$ cat src/rtl/hilo_pkg.sv
// rtl/hilo_pkg.sv - shared state encoding, counter width and helpers for the HI/LO controller
package hilo_pkg;

  localparam int HILO_CNT_W = 6;
  localparam int HILO_DW    = 32;

  typedef enum logic [1:0] {
    ST_IDLE    = 2'd0,
    ST_LAUNCH  = 2'd1,
    ST_WAIT    = 2'd2,
    ST_CAPTURE = 2'd3
  } hilo_state_t;

  // Any state other than IDLE owns the HI/LO pair.
  function automatic logic hilo_busy_state(input hilo_state_t st);
    return st != ST_IDLE;
  endfunction

endpackage

$ cat src/rtl/hilo_ctrl.sv
// rtl/hilo_ctrl.sv - HI/LO register file with multiplier launch/wait/capture sequencer
// Optional feature: HILO_BYPASS_EN lets reads in CAPTURE return the incoming product directly.
module hilo_ctrl
  import hilo_pkg::*;
#(
  parameter int LATENCY = 33
) (
  input  logic        clk,
  input  logic        rst_n,
  input  logic        start,
  output logic        mult_op,
  input  logic [31:0] mult_hi_in,
  input  logic [31:0] mult_lo_in,
  input  logic        mthi,
  input  logic        mtlo,
  input  logic [31:0] wdata,
  input  logic        mfhi,
  input  logic        mflo,
  output logic [31:0] rdata,
  output logic        busy,
  output logic        done,
  output logic        stall,
  output logic [31:0] hi,
  output logic [31:0] lo
);

  localparam logic [HILO_CNT_W-1:0] CNT_LOAD = HILO_CNT_W'(LATENCY - 1);
  localparam logic [HILO_CNT_W-1:0] CNT_ONE  = HILO_CNT_W'(1);

  hilo_state_t           state;
  logic [HILO_CNT_W-1:0] cnt;

  logic rd_req;
  logic wr_req;
  logic rd_stall;
  logic wr_stall;

  assign rd_req = mfhi | mflo;
  assign wr_req = mthi | mtlo;

`ifdef HILO_BYPASS_EN
  assign rd_stall = rd_req && hilo_busy_state(state) && (state != ST_CAPTURE);
`else
  assign rd_stall = rd_req && hilo_busy_state(state);
`endif
  assign wr_stall = wr_req && hilo_busy_state(state);

  // Depends only on state and request inputs, so reset (forcing IDLE) clears it.
  assign stall = rd_stall | wr_stall;

  always_ff @(posedge clk or negedge rst_n) begin
    if (!rst_n) begin
      state   <= ST_IDLE;
      cnt     <= '0;
      hi      <= '0;
      lo      <= '0;
      rdata   <= '0;
      mult_op <= 1'b0;
      busy    <= 1'b0;
      done    <= 1'b0;
    end else begin
      mult_op <= 1'b0;
      done    <= 1'b0;
      case (state)
        ST_IDLE: begin
          // Reads sample the pre-edge contents, so a same-cycle write returns the old value.
          if (mthi) hi <= wdata;
          if (mtlo) lo <= wdata;
          if (mfhi)      rdata <= hi;
          else if (mflo) rdata <= lo;
          if (start) begin
            state   <= ST_LAUNCH;
            mult_op <= 1'b1;
            busy    <= 1'b1;
          end
        end
        ST_LAUNCH: begin
          state <= ST_WAIT;
          cnt   <= CNT_LOAD;
        end
        ST_WAIT: begin
          if (cnt == '0) begin
            state <= ST_CAPTURE;
            done  <= 1'b1;
          end else begin
            cnt <= cnt - CNT_ONE;
          end
        end
        ST_CAPTURE: begin
          hi    <= mult_hi_in;
          lo    <= mult_lo_in;
          busy  <= 1'b0;
          state <= ST_IDLE;
`ifdef HILO_BYPASS_EN
          if (mfhi)      rdata <= mult_hi_in;
          else if (mflo) rdata <= mult_lo_in;
`endif
        end
        default: begin
          state <= ST_IDLE;
          busy  <= 1'b0;
        end
      endcase
    end
  end

endmodule

$ cat config.mk
export PLATFORM = sky130hd
export DESIGN_NAME = hilo_ctrl
export DESIGN_NICKNAME = d
export VERILOG_FILES = /design/src/rtl/hilo_pkg.sv /design/src/rtl/hilo_ctrl.sv
export SDC_FILE = /design/constraint.sdc
export NUM_CORES = 1
export LEC_CHECK = 0
export ABC_AREA = 1
export CORE_MARGIN = 4
export CORE_UTILIZATION = 30
export DETAILED_ROUTE_END_ITERATION = 12
export GPL_TIMING_DRIVEN = 0
export SLEW_MARGIN = 10
export SYNTH_ARGS = -nofsm -noshare
export SYNTH_HDL_FRONTEND = slang
export SYNTH_SLANG_ARGS = --single-unit
$ cat constraint.sdc
create_clock -name clk -period 2.9 [get_ports clk]
set_input_delay 0.29 -clock clk [delete_from_list [all_inputs] [get_ports clk]]
set_output_delay 0.29 -clock clk [all_outputs]
set_load 0.02 [all_outputs]
==> summary.md <==
| Metric | Value |
|---|---|
| Initial Utilization | `31.01%` |
| FF+latch count, synth | `107` |
| Clock transition at path regs | `0.07 ns` |
| N_diodes | `0` |
| Period utilisation layout | `74.09%` |
| Worst r2r dst | `lo[26]` |
| Die area | `18730 um2` |
| Global-route wire length before repair | `27.23 mm` |
| Largest net degree at the start of global routing | `65` |
| Cells on worst reg2reg path | `5` |
| Peak supply drop | `0.0004417 V` |
| CP delay by family, top | `buffers and inverters` |
| Gr usage total | `18.94%` |
| CP bufs+invs | `2` |
| Post-synthesis sequential area ratio | `53.77%` |
| First-pass detailed-route iteration total | `7` |
| Ranking of synthesized cells by area | `dfrtp_1 (54%), nand2_1 (10%), nor2_1 (8.1%)` |
| Total CTS buffers | `9` |
| Routed Antenna Nets | `0` |
| Crit path DAT | `1.86 ns` |
| Lkg Pwr | `3.275 nW` |
| CTS sink cnt | `107` |
| CTS tree | `yes` |
| Initial antenna violation count | `1` |
| Die width | `136.8 um` |
| Post-Synth XOR/XNOR Area | `0.1759%` |
| Peak Freq | `465.4 MHz` |
| Worst relative slew slack | `58.26%` |
| Area growth syn-to-layout | `52.09%` |
| CTS Buffer Depth | `2` |
| Yosys warns | `0` |
| Sw Ratio | `44.68%` |
| Worst Skew | `0.006695 ns` |
| CP required | `2.61 ns` |
| Final hold vios | `0` |
| Routed WL | `17.63 mm` |
| Top-count cell post-synth | `nand2_1` |
| Crit Path Max Fanout | `6` |
| Crit-path cells | `inv_1 -> ha_1 -> a21oi_1 -> clkdlybuf4s50_1` |
| Largest family of logic cells by synthesized area | `simple AND/OR/NAND/NOR gates` |
| Post-Synth Simple-Gate Area | `21.06%` |
| Complex-gate fraction of the synthesized area | `13.57%` |
| Post-synth EDFFs | `0` |
| Rows | `46` |
| Min Tclk post-route | `2.149 ns` |
| Hold Path Class | `input port to async pin` |
| Final RePlAce weighted congestion | `0.8560` |
| Post-route cell area | `7574 um2` |
| Combinational share of power | `56.7%` |
| H-tree depth | `3` |
| DRC | `0` |
| Crit path capture type | `output port` |
| Flop pwr share | `30.5%` |
| Max-cap violations | `0` |
| Dpl cell area | `7291 um2` |
| Synth Area in Adders | `1.508%` |
| Crit Path Category | `flip-flop to output port` |
| Net count of the finished layout | `896` |
| IO Count | `203` |
| Gr ovfl total | `0` |
| Pwr/cell area | `1197 nW/um2` |
| Die H | `136.8 um` |
| Share of cells above drive strength 1 | `7.071%` |
| DR vias | `4854` |
| RSZ-0062 raised after global routing | `no` |
| Internal power | `0.005016 W` |
| Clock Tree Root | `clkbuf_16` |
| Status | `finished, final reports clean` |
| Synth Flop Type | `dfrtp_1` |
| Post-Route Utilization | `47.16%` |
| Reg-to-Reg Start | `state[1]` |
| Syn Inst Count | `573` |
| Synth area leader | `dfrtp_1` |
| Port Buf Inserts | `201` |
| Synth Net Count | `682` |
| Flop2flop setup slack | `1.06 ns` |
| CP peak stage delay | `0.62 ns` |
| Mapped cell area | `4980 um2` |
| Avg Vias per Cell | `4.815` |
| Post-DR wirelength/cell | `17.49 um` |
| Worst-margin pin slew | `0.6262 ns` |
| Skew-Pair Late Insertion Delay | `0.35 ns` |
| DP Wirelength | `13.03 mm` |
| DRT iter0 DRCs | `260` |
| Synth top area share | `53.77%` |
| Clk pwr share | `12.9%` |
| Multiplexer share of the synthesized area | `3.015%` |
| Number of global-route vias before repair | `4969` |
| Syn Area/Cell | `8.691 um2` |
| CORE AREA | `16060 um2` |
| Slew Limit Fails | `0` |
| Post-synth top cells | `nand2_1 (136), dfrtp_1 (107), nor2_1 (107)` |
| Worst setup SP type | `flip-flop` |
| Final setup violation count | `0` |
| Asr flop ratio synth | `100.0%` |
| CP max-delay cell | `clkdlybuf4s50_1` |
| Net Sw Power | `0.004051 W` |
| Synth unique cells | `27` |
## logic make-up (layout without fill, tap and decap cells)
logic type	after synthesis	count (layout)
XOR/XNOR	1	1
AO/OA/AOI/OAI	118	118
buffers and inverters	66	285
AND/OR/NAND/NOR	260	260
multiplexers	15	15
flip-flops	107	107
adder cells (fa/ha/maj)	6	6
## what timing repair did
item	in CTS	in global routing
endpoints found under the hold margin	43	0
hold buffers	1	0
setup endpoints to repair	0	0
buffers inserted	0	0
resized for setup	0	0
## flip-flops by register name (all words and copies together), names as in the netlist
register  count
busy          1
cnt           6
done          1
hi           32
lo           32
mult_op       1
rdata        32
state         2
## routing by layer
metal / vias up / track usage [%] / routed length [um]
li1: 2320 / - / -
met5: - / 0 / 13
met1: 2322 / 24.94 / 7583
met4: 2 / 5.765 / 259
met2: 189 / 31.00 / 8393
met3: 21 / 4.559 / 1376
## cells in the final DEF, fill, tap and decap left out, types with 5 or more instances in the layout
| cell type | netlist | layout |
|---|---|---|
| clkbuf_16 | 0 | 9 |
| inv_1 | 30 | 30 |
| mux2i_1 | 15 | 15 |
| a31oi_1 | 64 | 64 |
| o21ai_0 | 16 | 16 |
| nor2_1 | 107 | 107 |
| nand2_1 | 136 | 136 |
| buf_2 | 19 | 19 |
| buf_6 | 7 | 8 |
| buf_4 | 5 | 5 |
| clkdlybuf4s50_1 | 0 | 200 |
| a21oi_1 | 35 | 35 |
| ha_1 | 6 | 6 |
| nand3_1 | 6 | 6 |
| dfrtp_1 | 107 | 107 |
## power groups by stage
stage               registers, W  logic, W  clock network (W)
floorplan                0.00348   0.00208                  0
global placement         0.00275   0.00510                  0
detailed placement       0.00279   0.00519                  0
CTS                      0.00276   0.00521            0.00119
global route             0.00287   0.00562            0.00125
finish                   0.00276   0.00514            0.00117
## worst max path at each step
stage               cells past startpoint  slack, ns     end  startpoint
floorplan                               8       1.50  lo[20]    state[0]
global placement                        1      -2.66   hi[7]       rst_n
detailed placement                      4       0.98   stall        mflo
CTS                                     4       0.73   stall    state[1]
global route                            4       0.61   stall    state[1]
finish                                  4       0.75   stall    state[0]
## metrics by stage
stage | total power [W] | setup TNS (ns) | hold slack [ns] | worst slack [ns] | std cells
2_1_floorplan | 0.005563 | 0 | -0.005591 | 1.500 | 573
3_3_place_gp | 0.007855 | -283.59 | 0.4557 | -2.660 | 990
3_5_place_dp | 0.007977 | 0 | 0.2450 | 0.9770 | 991
4_1_cts | 0.009159 | 0 | 0.4371 | 0.7324 | 1008
5_1_grt | 0.009728 | 0 | 0.4816 | 0.6062 | 1008
6_report | 0.009067 | 0 | 0.4265 | 0.7515 | 1008
## area by class of cell
type	instances	area [um2]
Buffer	35	227.7
Inverter	31	116.4
Fill cell	1547	8484
Clock inverter	4	26.28
Clock buffer	12	246.5
Tap cell	216	270.3
Multi-Input combinational cell	400	1958
Sequential cell	107	2678
Timing Repair Buffer	203	2051
(Power assumes the default switching activity.)
